==> src/rtl/i2c_pkg.sv <==
// Shared types for the I2C command sequencer: FSM states, controller
// word bit positions and the queued command layout.
package i2c_pkg;

  typedef enum logic [2:0] {
    ST_IDLE,
    ST_LAUNCH,
    ST_WAIT_DONE,
    ST_RESPOND,
    ST_RECOVER
`ifdef I2C_SEQ_RETRY_EN
    , ST_RETRY
`endif
  } state_e;

  localparam int CW_RST_N = 0;
  localparam int CW_START = 1;
  localparam int CW_OP    = 2;
  localparam int CW_DLEN  = 3;
  localparam int CW_SREG  = 4;
  localparam int CW_RLEN  = 5;
  localparam int CW_FRQ   = 6;
  localparam int CW_FCLK  = 8;
  localparam int CW_PADDR = 9;
  localparam int CW_RADDR = 16;

  localparam int SW_RX   = 0;
  localparam int SW_BUSY = 16;
  localparam int SW_NACK = 17;

  localparam int RECOVER_CYCLES = 4;
  localparam int RETRY_GAP      = 16;

  typedef struct packed {
    logic        op;
    logic        data_len;
    logic        send_reg;
    logic        reg_len;
    logic [1:0]  frq_sel;
    logic [6:0]  periph_addr;
    logic [15:0] reg_addr;
    logic [15:0] tx_data;
  } cmd_t;

  function automatic logic [31:0] pack_ctrl(
    input cmd_t c,
    input logic start
  );
    logic [31:0] w;
    w = '0;
    w[CW_RST_N]      = 1'b1;
    w[CW_START]      = start;
    w[CW_OP]         = c.op;
    w[CW_DLEN]       = c.data_len;
    w[CW_SREG]       = c.send_reg;
    w[CW_RLEN]       = c.reg_len;
    w[CW_FRQ+:2]     = c.frq_sel;
    w[CW_FCLK]       = 1'b0;
    w[CW_PADDR+:7]   = c.periph_addr;
    w[CW_RADDR+:16]  = c.reg_addr;
    return w;
  endfunction

endpackage

==> src/rtl/i2c_cmd_fifo.sv <==
// Synchronous FIFO for queued commands; DEPTH must be a power of two.
// Push while full is honoured only when a pop happens in the same cycle.
module i2c_cmd_fifo #(
  parameter int WIDTH = 8,
  parameter int DEPTH = 4
) (
  input  logic             clk,
  input  logic             rst,
  input  logic             push,
  input  logic [WIDTH-1:0] wr_data,
  input  logic             pop,
  output logic [WIDTH-1:0] rd_data,
  output logic             full,
  output logic             empty
);

  localparam int AW = $clog2(DEPTH);

  logic [WIDTH-1:0] mem_q [DEPTH];
  logic [AW-1:0]    wr_ptr_q, wr_ptr_d;
  logic [AW-1:0]    rd_ptr_q, rd_ptr_d;
  logic [AW:0]      cnt_q, cnt_d;
  logic             do_push, do_pop;

  assign full    = (cnt_q == (AW+1)'(DEPTH));
  assign empty   = (cnt_q == '0);
  assign do_pop  = pop && !empty;
  assign do_push = push && (!full || do_pop);
  assign rd_data = mem_q[rd_ptr_q];

  always_comb begin
    wr_ptr_d = wr_ptr_q;
    rd_ptr_d = rd_ptr_q;
    cnt_d    = cnt_q;
    if (do_push) wr_ptr_d = wr_ptr_q + AW'(1);
    if (do_pop)  rd_ptr_d = rd_ptr_q + AW'(1);
    if (do_push && !do_pop) cnt_d = cnt_q + (AW+1)'(1);
    if (!do_push && do_pop) cnt_d = cnt_q - (AW+1)'(1);
  end

  always_ff @(posedge clk) begin
    if (rst) begin
      wr_ptr_q <= '0;
      rd_ptr_q <= '0;
      cnt_q    <= '0;
    end else begin
      wr_ptr_q <= wr_ptr_d;
      rd_ptr_q <= rd_ptr_d;
      cnt_q    <= cnt_d;
    end
  end

  always_ff @(posedge clk) begin
    if (do_push) mem_q[wr_ptr_q] <= wr_data;
  end

endmodule

==> src/rtl/i2c_cmd_sequencer.sv <==
// Queues I2C commands and drives an I2C controller through its control word.
// Define I2C_SEQ_RETRY_EN to re-launch NACKed commands up to MAX_RETRY times.
module i2c_cmd_sequencer
  import i2c_pkg::*;
#(
  parameter int FIFO_DEPTH     = 4,
  parameter int TIMEOUT_CYCLES = 1000000,
  parameter int MAX_RETRY      = 2
) (
  input  logic        clk,
  input  logic        rst,
  input  logic        cmd_valid,
  output logic        cmd_ready,
  input  logic        cmd_op,
  input  logic        cmd_data_len,
  input  logic        cmd_send_reg,
  input  logic        cmd_reg_len,
  input  logic [1:0]  cmd_frq_sel,
  input  logic [6:0]  cmd_periph_addr,
  input  logic [15:0] cmd_reg_addr,
  input  logic [15:0] cmd_tx_data,
  output logic        rsp_valid,
  input  logic        rsp_ready,
  output logic [15:0] rsp_rx_data,
  output logic        rsp_nack,
  output logic        rsp_timeout,
  output logic [31:0] ctrl_word,
  output logic [15:0] ctrl_tx,
  input  logic [31:0] stat_word
);

  localparam int TW_RAW = $clog2(TIMEOUT_CYCLES + 1);
  localparam int TW     = (TW_RAW < 5) ? 5 : TW_RAW;
  localparam int CMD_W  = $bits(cmd_t);

  state_e        state_q, state_d;
  cmd_t          act_q, act_d;
  cmd_t          in_cmd, head;
  logic [TW-1:0] tmo_q, tmo_d;
  logic [31:0]   cw_q, cw_d;
  logic [15:0]   tx_q, tx_d;
  logic [15:0]   rx_q, rx_d;
  logic          nack_q, nack_d;
  logic          tout_q, tout_d;
  logic          pop, full, empty;
  logic          busy, st_nack, tmo_hit;
  logic [CMD_W-1:0] head_raw;
  logic          unused_stat;

`ifdef I2C_SEQ_RETRY_EN
  localparam int RW_RAW = $clog2(MAX_RETRY + 1);
  localparam int RW     = (RW_RAW < 1) ? 1 : RW_RAW;
  logic [RW-1:0] retry_q, retry_d;
`else
  localparam int unused_max_retry = MAX_RETRY;
`endif

  assign in_cmd = '{
    op:          cmd_op,
    data_len:    cmd_data_len,
    send_reg:    cmd_send_reg,
    reg_len:     cmd_reg_len,
    frq_sel:     cmd_frq_sel,
    periph_addr: cmd_periph_addr,
    reg_addr:    cmd_reg_addr,
    tx_data:     cmd_tx_data
  };

  i2c_cmd_fifo #(
    .WIDTH(CMD_W),
    .DEPTH(FIFO_DEPTH)
  ) u_fifo (
    .clk    (clk),
    .rst    (rst),
    .push   (cmd_valid),
    .wr_data(in_cmd),
    .pop    (pop),
    .rd_data(head_raw),
    .full   (full),
    .empty  (empty)
  );

  assign head        = cmd_t'(head_raw);
  assign cmd_ready   = !full;
  assign busy        = stat_word[SW_BUSY];
  assign st_nack     = stat_word[SW_NACK];
  assign tmo_hit     = (tmo_q == TW'(TIMEOUT_CYCLES - 1));
  assign unused_stat = ^stat_word[31:18];

  assign rsp_valid   = (state_q == ST_RESPOND);
  assign rsp_rx_data = rx_q;
  assign rsp_nack    = nack_q;
  assign rsp_timeout = tout_q;
  assign ctrl_word   = cw_q;
  assign ctrl_tx     = tx_q;

  always_comb begin
    state_d        = state_q;
    act_d          = act_q;
    tmo_d          = tmo_q;
    cw_d           = cw_q;
    cw_d[CW_RST_N] = 1'b1;
    tx_d           = tx_q;
    rx_d           = rx_q;
    nack_d         = nack_q;
    tout_d         = tout_q;
    pop            = 1'b0;
`ifdef I2C_SEQ_RETRY_EN
    retry_d        = retry_q;
`endif
    unique case (state_q)
      ST_IDLE: begin
        if (!empty) begin
          pop     = 1'b1;
          act_d   = head;
          cw_d    = pack_ctrl(head, 1'b1);
          tx_d    = head.tx_data;
          tmo_d   = '0;
          state_d = ST_LAUNCH;
`ifdef I2C_SEQ_RETRY_EN
          retry_d = '0;
`endif
        end
      end
      ST_LAUNCH: begin
        tmo_d = tmo_q + TW'(1);
        cw_d  = pack_ctrl(act_q, 1'b1);
        tx_d  = act_q.tx_data;
        if (busy) begin
          cw_d    = pack_ctrl(act_q, 1'b0);
          state_d = ST_WAIT_DONE;
        end else if (tmo_hit) begin
          cw_d    = pack_ctrl(act_q, 1'b0);
          cw_d[CW_RST_N] = 1'b0;
          tmo_d   = '0;
          state_d = ST_RECOVER;
        end
      end
      ST_WAIT_DONE: begin
        tmo_d = tmo_q + TW'(1);
        if (!busy) begin
          // Writes never return data, whatever the controller leaves behind.
          rx_d    = act_q.op ? stat_word[SW_RX+:16] : 16'h0;
          nack_d  = st_nack;
          tout_d  = 1'b0;
          state_d = ST_RESPOND;
`ifdef I2C_SEQ_RETRY_EN
          if (st_nack && (retry_q < RW'(MAX_RETRY))) begin
            retry_d = retry_q + RW'(1);
            tmo_d   = '0;
            rx_d    = rx_q;
            nack_d  = nack_q;
            tout_d  = tout_q;
            state_d = ST_RETRY;
          end
`endif
        end else if (tmo_hit) begin
          cw_d[CW_RST_N] = 1'b0;
          tmo_d   = '0;
          state_d = ST_RECOVER;
        end
      end
      ST_RECOVER: begin
        cw_d[CW_RST_N] = 1'b0;
        tmo_d = tmo_q + TW'(1);
        if (tmo_q == TW'(RECOVER_CYCLES - 1)) begin
          cw_d[CW_RST_N] = 1'b1;
          rx_d    = 16'h0;
          nack_d  = 1'b0;
          tout_d  = 1'b1;
          state_d = ST_RESPOND;
        end
      end
      ST_RESPOND: begin
        if (rsp_ready) state_d = ST_IDLE;
      end
`ifdef I2C_SEQ_RETRY_EN
      ST_RETRY: begin
        tmo_d = tmo_q + TW'(1);
        if (tmo_q == TW'(RETRY_GAP - 1)) begin
          tmo_d   = '0;
          cw_d    = pack_ctrl(act_q, 1'b1);
          state_d = ST_LAUNCH;
        end
      end
`endif
      default: state_d = ST_IDLE;
    endcase
  end

  always_ff @(posedge clk) begin
    if (rst) begin
      state_q <= ST_IDLE;
      act_q   <= '0;
      tmo_q   <= '0;
      cw_q    <= '0;
      tx_q    <= '0;
      rx_q    <= '0;
      nack_q  <= 1'b0;
      tout_q  <= 1'b0;
`ifdef I2C_SEQ_RETRY_EN
      retry_q <= '0;
`endif
    end else begin
      state_q <= state_d;
      act_q   <= act_d;
      tmo_q   <= tmo_d;
      cw_q    <= cw_d;
      tx_q    <= tx_d;
      rx_q    <= rx_d;
      nack_q  <= nack_d;
      tout_q  <= tout_d;
`ifdef I2C_SEQ_RETRY_EN
      retry_q <= retry_d;
`endif
    end
  end

endmodule

==> config.mk <==
export PLATFORM = sky130hd
export DESIGN_NAME = i2c_cmd_sequencer
export DESIGN_NICKNAME = d
export VERILOG_FILES = /design/src/rtl/i2c_pkg.sv /design/src/rtl/i2c_cmd_fifo.sv /design/src/rtl/i2c_cmd_sequencer.sv
export SDC_FILE = /design/constraint.sdc
export NUM_CORES = 1
export LEC_CHECK = 0
export ABC_AREA = 1
export ABC_CLOCK_PERIOD_IN_PS = 9800
export BUFFER_PORTS_ARGS = -buffer_cell sky130_fd_sc_hd__buf_2
export CORE_ASPECT_RATIO = 1.25
export CORE_MARGIN = 2
export CORE_UTILIZATION = 62
export CTS_CLUSTER_DIAMETER = 30
export DETAILED_ROUTE_END_ITERATION = 8
export GPL_TIMING_DRIVEN = 0
export PLACE_DENSITY = 0.93
export SETUP_SLACK_MARGIN = 0.1
export SYNTH_ARGS = -nofsm -noshare
export SYNTH_HDL_FRONTEND = slang
export SYNTH_SLANG_ARGS = --single-unit
==> constraint.sdc <==
create_clock -name clk -period 9.8 [get_ports clk]
set_input_delay 1.96 -clock clk [delete_from_list [all_inputs] [get_ports clk]]
set_output_delay 1.96 -clock clk [all_outputs]
set_load 0.01 [all_outputs]
### Yosys cells after proc, flatten, opt, wreduce, memory -nomap -nowiden

Memories as Yosys holds them, arrays and structs flattened. A register that Yosys moved wholly into a read port is not among the register bits.
Cells that the tools add are included.

| storage, ports and cells | value |
|---|---|
| input port bits | 81 |
| logic and storage cells | 97 |
| flip-flop bits (word level) | 141 |
| RAM bits | 180 |
| memories | 1 |

Memory list:

| name | words | width | read ports | clocked after memory_dff | write ports | RTL line | RTL |
|---|---|---|---|---|---|---|---|
| u_fifo.mem_q | 4 | 45 | 1 | 1 | 1 | i2c_cmd_fifo.sv:19 | `logic [WIDTH-1:0] mem_q [DEPTH];` |

| operators by class | value |
|---|---|
| multiplexer cells | 40 |
| equality and inequality tests | 11 |
| bitwise logic cells | 1 |
| add/sub/neg operators | 5 |
| reductions and logical operators | 20 |

Operators with widths:

| cell | count |
|---|---|
| $mux 20 | 4 |
| $pmux 20 s4 | 1 |
| $mux 16 | 4 |
| $pmux 16 s2 | 2 |
| $pmux 31 s2 | 1 |
| $mux 32 | 1 |
| $mux 3 | 8 |
| $add 20x1->20 const B | 1 |
| $eq 20x2->1 const B | 1 |
| $eq 20x20->1 const B | 1 |
| $pmux 3 s5 | 1 |
| $mux 1 | 11 |
| $mux 2 | 4 |
| $eq 3x2->1 const B | 2 |
| $eq 3x3->1 const B | 2 |
| $logic_not 3->1 | 2 |
| $ne 2x2->1 const B | 3 |
| $reduce_and 2->1 | 3 |
| $reduce_and 3->1 | 2 |
| $reduce_bool 2->1 | 3 |
| $add 2x1->2 const B | 2 |
| $logic_and 1x1->1 | 4 |
| $logic_not 1->1 | 4 |
| $pmux 1 s2 | 2 |
| other kinds (8) | 8 |

### Logic depth before layout (Yosys ltp)

| depth | value |
|---|---|
| depth after elaboration | 9 |
| depth in mapped cells | 13 |
| mapped depth without buffers | 12 |

### Hierarchy

Synthesis repeated with hierarchy kept, for this count alone.

| unflattened totals | value |
|---|---|
| cell total of the unflattened synthesis | 1,423 |
| area, all modules | 13,296.5 µm² |

By module, submodules not included:

| module | area each (µm²) | times used | seq. area each (µm²) | cells each |
|---|---|---|---|---|
| i2c_cmd_fifo | 7,114.3 | 1 | 5,585.4 | 499 |
| i2c_cmd_sequencer | 6,182.2 | 1 | 2,662.6 | 924 |

### Worst setup path after synthesis

No wires, ideal clock.

| timing path | value |
|---|---|
| path type | input -> register |
| start | input cmd_valid |
| end | memory u_fifo.mem_q[0][0] in the netlist's numbering, enable pin |
| path buffers | 0 |
| setup slack | 5.393 ns |
| arrival time | 3.959 ns |
| cell stages on the path | 2 |
| cell sequence | o21ai_2 nor2_1 |

| between the ends | value |
|---|---|
| longest elaborated chain between the ends | 3 |

RTL lines:

| what | RTL line | RTL |
|---|---|---|
| start: declaration | i2c_cmd_sequencer.sv:12 | `input logic cmd_valid,` |
| $logic_and 1x1->1 | i2c_cmd_fifo.sv:28 | `assign do_push = push && (!full \|\| do_pop);` |
| $mux 1 | i2c_cmd_fifo.sv:54 | `if (do_push) mem_q[wr_ptr_q] <= wr_data;` |
| $mux 1 (implied by the code) | i2c_cmd_fifo.sv:54 |  |
| end: declaration | i2c_cmd_fifo.sv:19 |  |

No other way between the ends.

### Worst setup path in the final report

| timing path | value |
|---|---|
| start | register state_q[1] |
| end | output rsp_valid |

| between the ends | value |
|---|---|
| longest elaborated chain between the ends | 1 |

RTL lines:

| what | RTL line | RTL |
|---|---|---|
| start: declaration | i2c_cmd_sequencer.sv:36 | `state_e state_q, state_d;` |
| start signal: assignment | i2c_cmd_sequencer.sv:205 | `state_q <= state_d;` |
| $eq 3x2->1 | i2c_cmd_sequencer.sv:90 | `assign rsp_valid = (state_q == ST_RESPOND);` |
| end: declaration | i2c_cmd_sequencer.sv:22 | `output logic rsp_valid,` |

No other way between the ends.

==> flow_summary.json <==
{
  "min_path_type": "flip-flop to flip-flop",
  "cp.depth": 3,
  "crit_required_ps": 7840,
  "firstDrtPassIters": 8,
  "rsz0062_at_grt": "no",
  "finalCritPeriodShare_pct": 34.9,
  "die_height_microns": 165,
  "fillCellCount": 1158,
  "power_density_nw_per_um2": 323,
  "initial_core_util_pct": 63.5,
  "cp_cell_sequence": "inv_1, nor3_1, buf_2",
  "fin_util_pct": 76.4,
  "grt_antenna_before_repair": 2,
  "wl_per_cell_microns": 20.2,
  "async_reset_ff_share_pct": 0,
  "syn-num-nets": 1418,
  "reg2reg_depth": 13,
  "ant_nets": 0,
  "synth-edff-count": 180,
  "ioPinCount": 149,
  "root_buffer": "clkbuf_16",
  "worst_slack_ps": 6380,
  "cts_num_sinks": 322,
  "path_delay_family": "flip-flops",
  "crit_path_top_delay_cell": "dfxtp_1",
  "final-setup-viol-count": 0,
  "fin_worst_skew_ps": 21.1,
  "synth_cell_type_count": 33,
  "cts_setup_buffers": 0,
  "place_congestion": 0.949,
  "tightest_slew_ps": 956,
  "min_path_cells": 2,
  "drt-initial-drc-count": 1432,
  "status": "completed",
  "fin_nets": 1600,
  "start_kind": "flip-flop",
  "cp_max_fo": 5,
  "placed_cells": 1736,
  "grt_overflow_total": 0,
  "tns_ps": 0,
  "grt_max_degree": 27,
  "num_rows": 58,
  "cts_made_buffers": 44,
  "worstPathArrival_ps": 1460,
  "slowest_delay_ps": 370,
  "period_needed_ps": 3420,
  "routed_via_density": 6.11,
  "postSynthCellCount": 1330,
  "synth_seq_cells": 322,
  "syn2layout_area_growth_pct": 20.4,
  "cts_tree": "built",
  "io_buffer_count": 132,
  "cts_resized": 0,
  "syn_avg_cell_area_sq_um": 9.66,
  "layout_common_cells": "nand2_1 (307), edfxtp_1 (180), nor2_1 (179), buf_2 (151), dfxtp_1 (142)",
  "ir_drop_uv": 230,
  "netlist_area_sq_um": 12800,
  "criticalPathCategory": "flip-flop to primary output",
  "core_sq_um": 20200,
  "yosysSeqAreaShare_pct": 64.2,
  "fmax_mhz": 292,
  "layout.cells.non_filler": 1818,
  "max_cap_violations": 0,
  "cp-end-kind": "primary output",
  "hpwl_mm": 22.0,
  "critPathBufInv": 2,
  "die-area_sq_um": 21900,
  "p_leak_nw": 6.39,
  "timing.final.max_slew_violations": 0,
  "hold_viol": 0,
  "cts_hold_buf": 0,
  "final_common_cell": "nand2_1",
  "grt_pass1_wl_mm": 55.7,
  "grt_pass1_vias": 10664,
  "wirelength_mm": 36.7,
  "synth_ff_type": "edfxtp_1",
  "relSlewSlack_pct": 36.1,
  "clock_latency_ps": 540,
  "drive_gt1_share_pct": 16.7,
  "htree_levels": 2,
  "cts.path.max_buffers": 3,
  "cts.clk_slew.worst_paths_ps": 50,
  "grtUsageTotal_pct": 32.7,
  "drc": 0,
  "via_count": 11105,
  "placement.setup.worst_slack_ps": 6130,
  "ys_warn_count": 0,
  "die_x_microns": 133
}
==> synth_stat cells, drive strengths merged (11+ instances only) <==
| cell | n | area, sq um |
|---|---|---|
| clkbuf | 41 | 154 |
| buf | 33 | 193 |
| dfxtp | 142 | 2840 |
| o21ai | 76 | 384 |
| a21oi | 86 | 430 |
| nor2 | 188 | 718 |
| o32ai | 45 | 394 |
| nand3 | 91 | 460 |
| inv | 98 | 370 |
| nand2 | 311 | 1180 |
| nand4 | 11 | 75.1 |
| edfxtp | 180 | 5410 |
==> metal layers <==
layer  vias to the layer above  track usage, %  wire length, microns
li1                       4864               -                     -
met1                      5198            38.7                 12900
met2                       873            57.1                 18200
met3                       166            6.23                  3820
met4                         4            17.2                  1730
met5                         -               0                    23
==> sequential cells by signal, indices dropped and copies added, names as in the netlist, named ones only <==
signal	cells
u_fifo.wr_ptr_q	2
tmo_q	20
rsp_rx_data	16
u_fifo.cnt_q	3
u_fifo.rd_ptr_q	2
state_q	3
rsp_nack	1
u_fifo.mem_q	180
ctrl_word	31
act_q	45
rsp_timeout	1
ctrl_tx	16
==> logic make-up (layout without fill, tap and decap cells) <==
family | count (synthesis) | after routing | synth area share, %
other | 1 | 2 | 0.0292
flip-flops | 322 | 322 | 64.2
adder cells (fa/ha/maj) | 7 | 7 | 0.740
AND/OR/NAND/NOR | 609 | 609 | 19.3
XOR/XNOR | 7 | 7 | 0.477
buffers and inverters | 172 | 389 | 5.58
AO/OA/AOI/OAI | 212 | 212 | 9.69
==> path summary, 6_finish.rpt <==
kind | from | to | slack, ps
max | state_q[1] | rsp_valid | 6380
min | rsp_nack | rsp_nack | 460
max reg2reg | state_q[2] | u_fifo.cnt_q[2] | 7200
min reg2reg | rsp_nack | rsp_nack | 460
==> area by class of cell <==
| type | count | area [sq um] | share of cell area (%) |
|---|---|---|---|
| Timing Repair Buffer | 136 | 756 | 4.88 |
| Clock inverter | 30 | 349 | 2.26 |
| Inverter | 98 | 370 | 2.39 |
| Sequential cell | 322 | 8250 | 53.3 |
| Buffer | 74 | 347 | 2.24 |
| Tap cell | 270 | 338 | 2.18 |
| Multi-Input combinational cell | 836 | 3910 | 25.3 |
| Antenna cell | 1 | 2.50 | 0.0162 |
| Clock buffer | 51 | 1150 | 7.42 |
==> per-stage QoR <==
| step | hold WS (ps) | total power, mW | cell area [sq um] |
|---|---|---|---|
| 6_report | 462 | 4.99 | 15500 |
| 5_1_grt | 473 | 5.16 | 15500 |
| 4_1_cts | 461 | 4.93 | 15500 |
| 3_5_place_dp | 453 | 3.27 | 14000 |
| 3_3_place_gp | 446 | 3.20 | 13800 |
| 2_1_floorplan | 436 | 2.75 | 12800 |
==> where the power goes <==
group / switching, mW / total [mW] / leakage (nW) / internal [mW]
clock: 0.610 / 1.60 / 0.716 / 0.989
combinational: 1.07 / 1.53 / 2.86 / 0.463
sequential: 0.164 / 1.86 / 2.81 / 1.70
==> worst reg2reg max path, stage by stage (launching register included) <==
cell,delay [ps]
dfxtp_1,360
nor2_2,190
nand2_1,110
inv_2,80
nand2_1,70
inv_1,200
buf_2,290
ha_1,190
inv_1,80
fa_1,390
a21oi_1,160
o21ai_0,120
o21ai_0,170
a21oi_1,80
Note: power is estimated with default switching activity, not from simulation.
